<file path="src/rtl/jt51_kon_queue.sv">
// jt51_kon_queue: key-on request queue in front of jt51_kon.
// CPU writes to reg 0x08 are buffered and each one is held for a full slot round.
//
// Ports:
//   clk, rst (async, active high), cen (slot enable)
//   write, a0, din[7:0]  : CPU bus (a0=0 address, a0=1 data)
//   keyon_op[3:0]        : operator mask {S4,S2,S3,S1} of current request
//   keyon_ch[2:0]        : channel of current request
//   up_keyon             : high while the current request is applied
//   busy                 : queue non-empty or request in flight
//   ovf                  : sticky overflow flag
//
// Optional feature macro: JT51_KONQ_OVF_EN enables the ovf flag;
// when it is undefined ovf is tied low and full pushes are silently dropped.

module jt51_kon_queue #(
    parameter int DEPTH = 4,
    parameter int HOLD  = 32
) (
    input  logic       clk,
    input  logic       rst,
    input  logic       cen,
    input  logic       write,
    input  logic       a0,
    input  logic [7:0] din,
    output logic [3:0] keyon_op,
    output logic [2:0] keyon_ch,
    output logic       up_keyon,
    output logic       busy,
    output logic       ovf
);

    localparam int AW = $clog2(DEPTH);
    localparam int CW = $clog2(HOLD);

    typedef enum logic {ST_IDLE, ST_HOLD} state_t;

    state_t          st_q, st_d;
    logic [7:0]      sel_addr;
    logic [6:0]      mem [DEPTH];
    logic [AW-1:0]   wr_ptr, rd_ptr;
    logic [AW:0]     count;
    logic [CW-1:0]   cnt_q, cnt_d;
    logic            up_d;
    logic            pop, do_pop;
    logic            push_req, push_ok;
    logic            empty, full;

    assign push_req = write & a0 & (sel_addr == 8'h08);
    assign empty    = (count == '0);
    assign full     = (count == (AW+1)'(DEPTH));
    assign do_pop   = cen & pop;
    // A pop on the same edge frees a slot, so a full queue still accepts.
    assign push_ok  = push_req & (~full | do_pop);
    assign busy     = ~empty | up_keyon;

    always_ff @(posedge clk or posedge rst) begin
        if (rst)
            sel_addr <= 8'h00;
        else if (write && !a0)
            sel_addr <= din;
    end

    // {din[6:3], din[2:0]} packs as din[6:0]
    always_ff @(posedge clk) begin
        if (push_ok)
            mem[wr_ptr] <= din[6:0];
    end

    always_ff @(posedge clk or posedge rst) begin
        if (rst) begin
            wr_ptr <= '0;
            rd_ptr <= '0;
            count  <= '0;
        end else begin
            if (push_ok)
                wr_ptr <= wr_ptr + 1'b1;
            if (do_pop)
                rd_ptr <= rd_ptr + 1'b1;
            unique case ({push_ok, do_pop})
                2'b10:   count <= count + 1'b1;
                2'b01:   count <= count - 1'b1;
                default: count <= count;
            endcase
        end
    end

    always_comb begin
        st_d  = st_q;
        cnt_d = cnt_q;
        up_d  = up_keyon;
        pop   = 1'b0;
        unique case (st_q)
            ST_IDLE: begin
                if (!empty) begin
                    pop   = 1'b1;
                    up_d  = 1'b1;
                    cnt_d = CW'(HOLD - 1);
                    st_d  = ST_HOLD;
                end else begin
                    up_d = 1'b0;
                end
            end
            ST_HOLD: begin
                if (cnt_q != '0) begin
                    cnt_d = cnt_q - 1'b1;
                end else if (!empty) begin
                    // chain straight into the next request, no idle slot
                    pop   = 1'b1;
                    cnt_d = CW'(HOLD - 1);
                end else begin
                    up_d = 1'b0;
                    st_d = ST_IDLE;
                end
            end
            default: begin
                st_d = ST_IDLE;
                up_d = 1'b0;
            end
        endcase
    end

    always_ff @(posedge clk or posedge rst) begin
        if (rst) begin
            st_q     <= ST_IDLE;
            cnt_q    <= '0;
            up_keyon <= 1'b0;
            keyon_op <= 4'h0;
            keyon_ch <= 3'h0;
        end else if (cen) begin
            st_q     <= st_d;
            cnt_q    <= cnt_d;
            up_keyon <= up_d;
            if (pop) begin
                keyon_op <= mem[rd_ptr][6:3];
                keyon_ch <= mem[rd_ptr][2:0];
            end
        end
    end

`ifdef JT51_KONQ_OVF_EN
    logic drop, clr;

    assign drop = push_req & full & ~do_pop;
    // writing 0x00 to reg 0x08 acknowledges the overflow
    assign clr  = push_req & (din == 8'h00);

    always_ff @(posedge clk or posedge rst) begin
        if (rst)
            ovf <= 1'b0;
        else if (drop)
            ovf <= 1'b1;
        else if (clr)
            ovf <= 1'b0;
    end
`else
    assign ovf = 1'b0;
`endif

endmodule

</file>
<file path="config.mk">
export PLATFORM = sky130hd
export DESIGN_NAME = jt51_kon_queue
export DESIGN_NICKNAME = d
export VERILOG_FILES = /design/src/rtl/jt51_kon_queue.sv
export SDC_FILE = /design/constraint.sdc
export NUM_CORES = 1
export LEC_CHECK = 0
export ABC_AREA = 1
export BUFFER_PORTS_ARGS = -buffer_cell sky130_fd_sc_hd__buf_4
export CAP_MARGIN = 20
export CORE_MARGIN = 2
export CORE_UTILIZATION = 57
export DETAILED_ROUTE_END_ITERATION = 8
export PLACE_DENSITY = 0.77
export SYNTH_ARGS = -nofsm -noshare
export SYNTH_HDL_FRONTEND = slang
export SYNTH_SLANG_ARGS = --single-unit
</file>
<file path="constraint.sdc">
create_clock -name clk -period 4.6 [get_ports clk]
set_input_delay 0.69 -clock clk [delete_from_list [all_inputs] [get_ports clk]]
set_output_delay 0.69 -clock clk [all_outputs]
set_load 0.05 [all_outputs]
</file>
==> results of run 1 <==
==> cells in the final DEF, fill, tap and decap left out, drive strengths merged <==
| cell | Yosys | layout |
|---|---|---|
| nor2 | 53 | 53 |
| nand2 | 31 | 31 |
| inv | 30 | 30 |
| dfrtp | 29 | 29 |
| edfxtp | 28 | 28 |
| o21ai | 25 | 25 |
| buf | 4 | 22 |
| clkbuf | 3 | 12 |
| nand3 | 9 | 9 |
| mux2 | 8 | 8 |
| a31oi | 7 | 7 |
| ha | 6 | 6 |
| clkinv | 0 | 3 |
| or2 | 2 | 2 |
| xor2 | 2 | 2 |
| nor3 | 1 | 1 |
| nor4 | 1 | 1 |
| xnor2 | 1 | 1 |
| o31ai | 1 | 1 |
| a21oi | 1 | 1 |
| fa | 1 | 1 |
| conb | 1 | 1 |
| bufinv | 0 | 1 |
==> Yosys cell counts (all sizes together) (2+ instances only) <==
cell    number
xor2         2
inv         30
or2          2
buf          4
ha           6
nor2        53
nand2       31
o21ai       25
mux2         8
edfxtp      28
dfrtp       29
nand3        9
a31oi        7
clkbuf       3
==> report_power, final <==
part | switching (W) | internal (W)
Sequential | 0.0000990 | 0.000630
Clock | 0.000192 | 0.000262
Combinational | 0.000388 | 0.000207
Total | 0.000680 | 0.00110
==> registers in the layout, summed over array words and instances, names as in the netlist <==
signal / flops
cnt_q: 5
count: 3
keyon_ch: 3
keyon_op: 4
mem: 28
rd_ptr: 2
sel_addr: 8
st_q: 1
up_keyon: 1
wr_ptr: 2
==> through the flow <==
stage               cell area, µm²   util  total power (W)
floorplan                     2620      -          0.00120
global placement              2800  0.638          0.00132
detailed placement            2800  0.638          0.00134
CTS                           2990  0.682          0.00179
global route                  2990  0.682          0.00190
finish                        2990  0.682          0.00178
==> cells by family after synthesis <==
logic type / Yosys count / share of synthesized area
simple gates: 97 / 0.181
flops: 57 / 0.598
buf+inv: 37 / 0.0664
compound gates: 34 / 0.0692
mux: 8 / 0.0344
fa+ha+maj: 7 / 0.0363
xor+xnor: 3 / 0.0129
other cells: 1 / 0.00143
==> per-layer routing <==
metal,up-vias,part of all wire,GRT usage
met2,49,0.46,0.309
met5,-,0,0
met3,13,0.042,0.0492
met1,795,0.47,0.286
met4,0,0.030,0.113
li1,845,-,-
==> worst paths after layout <==
kind / to / cells after the start
setup reg to reg: mem[2][5] / 10
setup / recovery: busy / 4
min in group clk: cnt_q[0] / 1
hold reg to reg: cnt_q[0] / 1
max in group asynchronous: count[2] / 3
hold / removal: keyon_op[1] / 3
==> final cells by class <==
cell class	count	area [µm²]	area share
tap	52	65.1	0.0218
sequential	57	1570	0.524
timing repair buffer	22	165	0.0553
inverter	30	123	0.0410
multi-input combinational	150	880	0.294
clock buffer	12	145	0.0486
clock inverter	4	45.0	0.0151
==> worst max-delay path: cells and delay by family, from the launching register on <==
family                 cells  cell delay, ns
DFF                        1            0.41
buffers and inverters      1            0.19
and+or+nand+nor            3            0.54
==> results.txt, run 1 <==
The number of antenna violations at the first check in global routing was 0; the count of TritonRoute iterations in the first routing pass was 4. For the combined area of all synthesized cells, the log shows 2620 µm². Timing analysis after detailed placement gives a worst setup slack of 2.46 ns. The worst register-to-register path begins at cnt_q[0]. The area growth from synthesis to layout was 14.1%; the overall fraction of global-route tracks in use was 0.208. The tools report the type of element launching the critical path as a flip-flop. Layout filler cell count: 317.

Critical path start-end classification: reg -> out. The logs give 0.599 for the remaining max-slew budget at the tightest pin and 0 for the number of antenna diodes. After layout, the worst setup slack is 2.44 ns. Pin placement for this block handled 23 I/O pins. The number of rows in the core area came out at 24. The number of placed instances, taps included, is 311.

The longest individual stage delay on the worst path is 0.41 ns, and the final non-filler cell total is 327. The number of levels the H-tree was split into is 3, and the setup fix buffers added after clock tree synthesis is 0. The power density normalized to cell area works out to 595 nW/µm². Clock-pin slew was measured on the worst setup and hold paths at 0.07 ns.

After floorplanning, the core was sized to cover 4380 µm². The number of global-route vias before repair was 1,635; the clock tree skew after final layout was 0.0109 ns. The share of cells above drive strength 1 works out to 0.244.

Counting flops with a built-in enable in the synthesized netlist gives 28. The largest total area in the synthesized netlist belongs to edfxtp_1. Across all hold checks on the routed design, the worst slack comes to 0.418 ns. After detailed routing, the number of remaining DRC violations is 0.

The path class of the tightest hold or removal check is in -> async. The routed length per instance works out to 14.5 µm. Part of the Yosys area used for sequential elements: 0.598.

The highest-delay cell along the critical path was dfrtp_1. Input and output buffers added on the ports amount to 21. The critical path starts at count[0].

For the peak clock frequency supported by timing, the log shows 0.463 GHz. The logs give 0.34 ns for the insertion delay of the later-clocked pin in the worst-skew pair and 290 for the net count reported at finish. The tools report the via count of the routed design as 1,702. CTS placed an instance of clkbuf_8 at the clock tree root. The category of the worst setup path capture point was an output pin. Count of max-cap constraint violations: 0. Once detailed placement completed, the half-perimeter wirelength came to 3470 µm. The die covers 5150 µm². The logs give 0 for the number of failing hold endpoints at the final stage and 0.387 mV for the largest voltage drop on the vdd net. The total overflow left after global routing is 0. The share of the synthesized area in the top cell type came out at 0.321. The part of the cycle the worst path needs came out at 0.470.

The count of warnings emitted by yosys was 0; the initial DRC count was 72. The run finished with clean final reports. In this run the remaining antenna-violating nets after routing total 0.

The CTS buffer count was 9; the synthesized instance count was 244. Entering global routing, the biggest net connects 30 pins. Biggest fanout along the worst timing path: 4. The transition time of the tightest slew-check pin works out to 0.599 ns. The tools report the worst endpoint data arrival time as 1.47 ns. The die is 71.8 µm tall. The number of vias per cell works out to 5.20. The tree built by TritonCTS fans out to 57 sinks.

For the count of final max-slew check failures, the log shows 0. TritonCTS built the clock tree. The static leakage was 1.28 nW. Routability-driven placement finished with a final weighted congestion of 0.781. Each instance of the synthesized netlist takes up on average 10.7 µm². In the synthesized netlist the dominant register cell turns out to be dfrtp_1. The die width came out at 71.8 µm. The run gives 264 as the post-synth net total. The share of async-settable or async-resettable flops after synthesis works out to 0.509. In the post-synthesis netlist, the biggest area contributors are edfxtp_1, dfrtp_1, nor2_1, o21ai_0, inv_1.

The hold-fix buffer count after cts is 0. The number of resized instances in the post-cts repair step came out at 0. The total wire length after detailed routing is 4740 µm.

The run gives 35 as the count of cell types in the netlist. Synthesis inferred 57 register bits. Time the final worst path needs with I/O delays and setup: 2.16 ns. The critical path goes through nor2_4 -> nand2_4 -> or2_2 -> buf_4.

The starting utilization of the core area came out at 0.598. The run gives 3.91 ns as the endpoint required time on the critical path. Setup violations remaining at the end of the flow were counted as 0. The first global-routing pass estimated 7890 µm of wire.

Setup repair after global routing left no endpoint under its margin. The longest clock path from root to sink contains 2 buffers. After routing, the total negative slack on setup checks comes to 0 ns. The reg2reg setup slack was 2.49 ns.
No activity file was read; power rests on OpenSTA's default activity.
==> inputs of run 2 (changes only) <==
Settings changed: CORE_UTILIZATION 57 to 53, PLACE_DENSITY 0.77 to 0.75.
Clock period 4.6 ns to 1.78 ns, I/O delays scaled along.
==> run 2 against run 1 <==
Against the previous run: the flow now finishes with violations (negative setup slack); final cell count increased by 11%; die area increased by 7.1%; critical path depth increased by 9; first-iteration DRC count increased by 53%; core utilization decreased by 0.84 points; worst setup slack got worse by 2.5 ns; flip-flop and latch count unchanged; clock skew decreased by 0.0044 ns; cell area increased by 7.1%; sequential share of layout area decreased by 3.5 points.
==> results.txt, run 2 (synthesis gave the netlist of run 1 again) <==
The run finished, with violations left. The checks that failed: negative setup slack. The run gives 1,689 as the number of global-route vias before repair. The part of the cycle the worst path needs works out to 1.03. TritonCTS built the clock tree. Number of failing hold endpoints at the final stage: 0.

The register with the most flip-flops in the layout has 28 of them. Setup repair after global routing could not meet its margin everywhere. Across the run, the number of max-cap violations was 0.

mem holds more flip-flops than any other register. Clock-pin slew was measured on the worst setup and hold paths at 0.07 ns. In the final layout, the registers with the most flip-flops are mem: 28 flops, sel_addr: 8 flops, cnt_q: 5 flops. The run gives 1.99 ns as the endpoint required time on the critical path.

Wires add up to 4630 µm. The via count of the routed design came out at 1,780. The routed length per instance came out at 12.8 µm.

The worst path setup slack after routing is -0.0509 ns, and the biggest fanout along the worst timing path is 3. Final HPWL from detailed placement: 3090 µm. The insertion delay of the later-clocked pin in the worst-skew pair is 0.33 ns, and the time the final worst path needs with I/O delays and setup is 1.83 ns. Timing would allow up to 0.546 GHz.

The finished cells cover 3200 µm². The most frequent standard cell in the layout excluding fill and tap cells was nor2_1. The net count reported at finish was 310; the hold-fix buffer count after cts was 0. The die is 74.3 µm wide. The die covers 5520 µm². The clock passes through at most 2 buffers. The tools report the final-report setup violation count as 1. The logs give 110 for the initial DRC count and -0.0509 ns for the summed negative setup slack over all endpoints.

The area inside the core boundary is 4750 µm². In the layout the commonest cells are nor2_1, buf_4, dfrtp_1. The number of antenna diodes is 0, and the count of nets left with antenna violations after detail routing is 0. Power spread over the standard cell area amounts to 1550 nW/µm². The type of element launching the critical path is a flip-flop.

After global routing the overflow that remains totals 0. The remaining design rule violation count was 0; the clock tree skew after final layout was 0.00645 ns. The number of I/O pins was 23. The overall fraction of global-route tracks in use was 0.193.

Critical path start-end classification: reg -> reg. Dividing the detail-routed via count by the number of cells gives 4.92. For this run, the detailed router's first-pass iteration total came to 5. Clock tree synthesis inserted a total of 9 buffers. The first global-routing pass estimated 7780 µm of wire. The worst endpoint data arrival time was 2.04 ns. The cell at the root of the clock tree was clkbuf_8. The static leakage is 1.38 nW.

The count of buffers inserted at the top-level ports was 21; the area of placed instances was 2920 µm². The number of levels the H-tree was split into was 3; the height of the chip was 74.3 µm. STA classifies the critical path endpoint as a flip-flop. The maximum number of pins on one net before global-route repair was 30.

The classification of the worst-slack hold path is in -> async. The run gives 0.965 mV as the largest voltage drop on the vdd net. Compared with the post-synthesis result, the final layout area differs by 22.2%. The number of clock sinks seen by CTS is 57.

The run gives 0.551 as the starting utilization of the core area. Share of cells above drive strength 1: 0.319. Number of rows in the core area: 25. The count of final max-slew check failures is 0, and the global placer's final weighted congestion is 0.834.

Number of antenna violations at the first check in global routing: 0.
## run 2: report_power, final
group          switching, W  internal, W
clock              0.000498     0.000786
sequential         0.000195      0.00163
combinational       0.00114     0.000716
## run 2: final timing paths
path	to	slack [ns]	startpoint	depth (start not counted)
max reg2reg	count[1]	-0.05	cnt_q[0]	13
min in group clk	mem[3][0]	0.16	din[0]	1
max in group asynchronous	wr_ptr[1]	1.47	rst	3
min reg2reg	sel_addr[0]	0.51	sel_addr[0]	1
min	cnt_q[2]	0.02	rst	3
max	count[1]	-0.05	cnt_q[0]	13
## run 2: area by class of cell
| type | instances | area [µm²] |
|---|---|---|
| Timing Repair Buffer | 42 | 315 |
| Inverter | 30 | 123 |
| Tap cell | 67 | 83.8 |
| Clock inverter | 5 | 80.1 |
| Multi-Input combinational cell | 150 | 902 |
| Clock buffer | 11 | 131 |
| Fill cell | 362 | 1550 |
| Sequential cell | 57 | 1570 |
## run 2: through the flow
step / utilization / std cells / total power [W] / hold slack, ns / worst slack [ns]
5_1_grt: 0.673 / 362 / 0.00528 / 0.0673 / -0.133
6_report: 0.673 / 362 / 0.00496 / 0.0193 / -0.0509
3_3_place_gp: 0.613 / 339 / 0.00351 / 0.376 / 0.0122
4_1_cts: 0.667 / 358 / 0.00492 / 0.0207 / -0.0522
2_1_floorplan: - / 244 / 0.00309 / 0.345 / -0.0501
3_5_place_dp: 0.613 / 339 / 0.00355 / 0.380 / -0.0552
## run 2: critical path, cell delays in order, from the launching register on
cell and delay [ns]:
dfrtp_1 0.39, inv_2 0.09, ha_4 0.13, inv_2 0.04, nor2_4 0.08, nand2_2 0.08, nand2_4 0.09, nand2_8 0.07
inv_8 0.05, nand2_4 0.04, fa_2 0.51, inv_1 0.04, nand2_1 0.05, o21ai_1 0.06
## run 2: repair_timing
action / in CTS / in global routing
gates resized for setup: 7 / 1
setup buffers: 3 / 4
endpoints found under the setup margin: 2 / 25
pin swaps: 5 / 5
## run 2: per-layer routing
layer  track usage  part of all wire  wire length (µm)  up-vias
met5             0                 0                 0        -
met4         0.101             0.021                98        0
met3        0.0447             0.049               229        9
met2         0.295              0.48              2230       43
met1         0.259              0.45              2080      836
li1              -                 -                 -      892
==> inputs of run 3 (changes only) <==
==> constraint.sdc (replaced) <==
create_clock -name clk -period 1.78 [get_ports clk]
set_input_delay 0.178 -clock clk [delete_from_list [all_inputs] [get_ports clk]]
set_output_delay 0.178 -clock clk [all_outputs]
set_load 0.05 [all_outputs]
==> run 3 against run 2 <==
Against the previous run: the flow still finishes with violations (negative setup slack); sequential share of layout area grew 0.077 points; core utilization down 0.11 points; sequential power barely moved; non-clock buffer count is 1 lower; fmax rose by 1.3%; wire length shrank 2.6%; largest cell class unchanged.
==> results.txt, run 3 (synthesis gave the netlist of run 1 again) <==
The clock passes through at most 2 buffers. The global-route wire length before repair was 7790 µm; the number of failing hold endpoints at the final stage was 0. The number of flip-flops in the largest register is 28, and the worst endpoint data arrival time is 2.02 ns. The critical path is of the reg -> reg type. The internal power of the cells totals 0.00310 W. The hold path endpoint was mem[1][4].

For the worst-skew pair, the clock arrives at the later sink with an insertion delay of 0.33 ns. The final layout contains 309 nets. The run finished, with violations left. The total instance count after detailed placement is 339.

Starting utilization of the core area: 0.551. The tools report the CTS buffer count as 9. Counting every sink on the clock net gives 57.

The part of the power in registers was 0.372; the final HPWL from detailed placement was 3090 µm. The die is 74.3 µm tall. The number of antenna violations at the first check in global routing is 0, and the number of vias per cell is 4.90. In the final layout, the registers with the most flip-flops are mem: 28 flops, sel_addr: 8 flops, cnt_q: 5 flops.

0 antenna diodes ended up in the layout. For the area inside the core boundary, the log shows 4750 µm². The tools report the reg2reg setup slack as -0.03 ns. The overall fraction of global-route tracks in use came out at 0.193. The clock arrives with 0.00634 ns of skew.

Most frequent standard cell in the layout excluding fill and tap cells: nor2_1. The static leakage was 1.37 nW. The slowest stage of the critical path belongs to the cell fa_2. The die covers 5520 µm².

The cell at the root of the clock tree is clkbuf_8. The logs give 361 for the final non-filler cell total and 30 for the maximum number of pins on one net before global-route repair. Type of element launching the critical path: a flip-flop. The power share of the clock group was 0.261; the area growth from synthesis to layout was 22.0%. VDD sags by at most 0.958 mV. The peak clock frequency supported by timing is 0.553 GHz. The worst hold path cell count is 1. The startpoint of the worst setup timing path was cnt_q[0]. The clock-pin slew on the worst setup and hold paths was 0.07 ns. The count of nets left with antenna violations once routing finished came out at 0. Number of I/O pins: 23.

The tools report the worst path setup slack after routing as -0.0267 ns. The tools report the relative contribution of combinational cells to total power as 0.367. The classification of the worst-slack hold path was in -> reg.

In this run the critical register-to-register path is captured at count[1]. The final-report setup violation count is 1, and the initial DRC count is 116. The checks that failed: negative setup slack. The number of rows in the core area is 25, and the time the final worst path needs with I/O delays and setup is 1.81 ns. The run gives 0.00181 W as the switching power of the nets. The run gives 4 as the count of TritonRoute iterations in the first routing pass.

The run gives 1,688 as the number of global-route vias before repair. The H-tree generated during clock tree synthesis spans 3 levels. Routability-driven placement finished with a final weighted congestion of 0.834. The routed length per instance was 12.5 µm. The critical path goes through inv_2 -> ha_4 -> inv_2 -> nor2_4 -> nand2_2 -> nand2_4 -> nand2_8 -> inv_8 -> nand2_4 -> fa_2 -> inv_1 -> nand2_1 -> o21ai_1.

At the worst endpoint, the required time is 1.99 ns. The final route contains 1,768 vias. TritonCTS built the clock tree. The startpoint identified for the worst hold timing path is din[4]. The total wire length after detailed routing was 4510 µm; the biggest fanout along the worst timing path was 3. The post-placement worst setup slack came out at -0.0552 ns.

The die width was 74.3 µm. The worst setup path is captured at a flip-flop. The launch point of the worst reg-to-reg path is cnt_q[0].

In the layout the commonest cells are nor2_1, buf_4, dfrtp_1. The logic depth of the worst register-to-register path was 13. For the count of final max-slew check failures, the log shows 0.

The part of the cycle the worst path needs came out at 1.01. The longest individual stage delay on the worst path is 0.51 ns. The run gives -0.0267 ns as the summed negative setup slack over all endpoints. Power spread over the standard cell area amounts to 1540 nW/µm². The count of buffers added on input and output ports is 21. Setup repair after global routing could not meet its margin everywhere. The share of total power consumed by net switching works out to 0.369. The register with the most flip-flops in the final layout is mem. The share of cells above drive strength 1 came out at 0.313. Max-cap violations in this run came to 0. Global routing finished with a remaining overflow of 0.

For this run, design rule violations remaining after detail routing come to 0.
## run 3: critical path, delay by kind of cell, from the launching register on
kind | cells | cell delay (ns)
adder cells (fa/ha/maj) | 2 | 0.64
AND/OR/NAND/NOR | 6 | 0.41
flip-flops | 1 | 0.39
buffers and inverters | 4 | 0.22
AO/OA/AOI/OAI | 1 | 0.05
## run 3: timing repair
item,in CTS,in global routing
hold buffers,1,0
setup buffers,3,2
hold endpoints to repair,29,0
resized for setup,7,1
endpoints found under the setup margin,2,24
pin swaps,5,4
## run 3: worst max-delay path by stage
stage | end | slack [ns] | cells after the start
after floorplan | mem[1][0] | -0.05 | 10
after global placement | count[2] | 0.01 | 14
after detailed placement | count[2] | -0.06 | 14
after CTS | count[1] | -0.05 | 13
after global routing | count[1] | -0.11 | 13
final | count[1] | -0.03 | 13
## run 3: per-layer routing
metal / up-vias / part of all wire / track usage
li1: 890 / - / -
met1: 829 / 0.47 / 0.261
met2: 40 / 0.47 / 0.295
met3: 9 / 0.047 / 0.0447
met4: 0 / 0.020 / 0.101
met5: - / 0 / 0
## run 3: layout make-up
cell class | instances | area (µm²)
Multi-Input combinational cell | 150 | 902
Inverter | 30 | 123
Clock inverter | 5 | 80.1
Tap cell | 67 | 83.8
Fill cell | 359 | 1560
Clock buffer | 11 | 131
Sequential cell | 57 | 1570
Timing Repair Buffer | 41 | 310
## run 3: stage by stage
step / instance area [µm²] / hold slack (ns) / total power (W) / util
after floorplan: 2620 / 0.256 / 0.00309 / -
after detailed placement: 2920 / 0.291 / 0.00355 / 0.613
after global placement: 2920 / 0.287 / 0.00351 / 0.613
final: 3200 / 0.0654 / 0.00491 / 0.672
after global routing: 3200 / 0.0560 / 0.00524 / 0.672
after CTS: 3180 / 0.0540 / 0.00492 / 0.669
## run 3: power groups by stage
stage | Clock [W] | Sequential (W) | Combinational [W]
after global routing | 0.00136 | 0.00186 | 0.00202
after detailed placement | 0 | 0.00184 | 0.00171
final | 0.00128 | 0.00182 | 0.00180
after global placement | 0 | 0.00183 | 0.00167
after floorplan | 0 | 0.00212 | 0.000972
after CTS | 0.00131 | 0.00183 | 0.00178
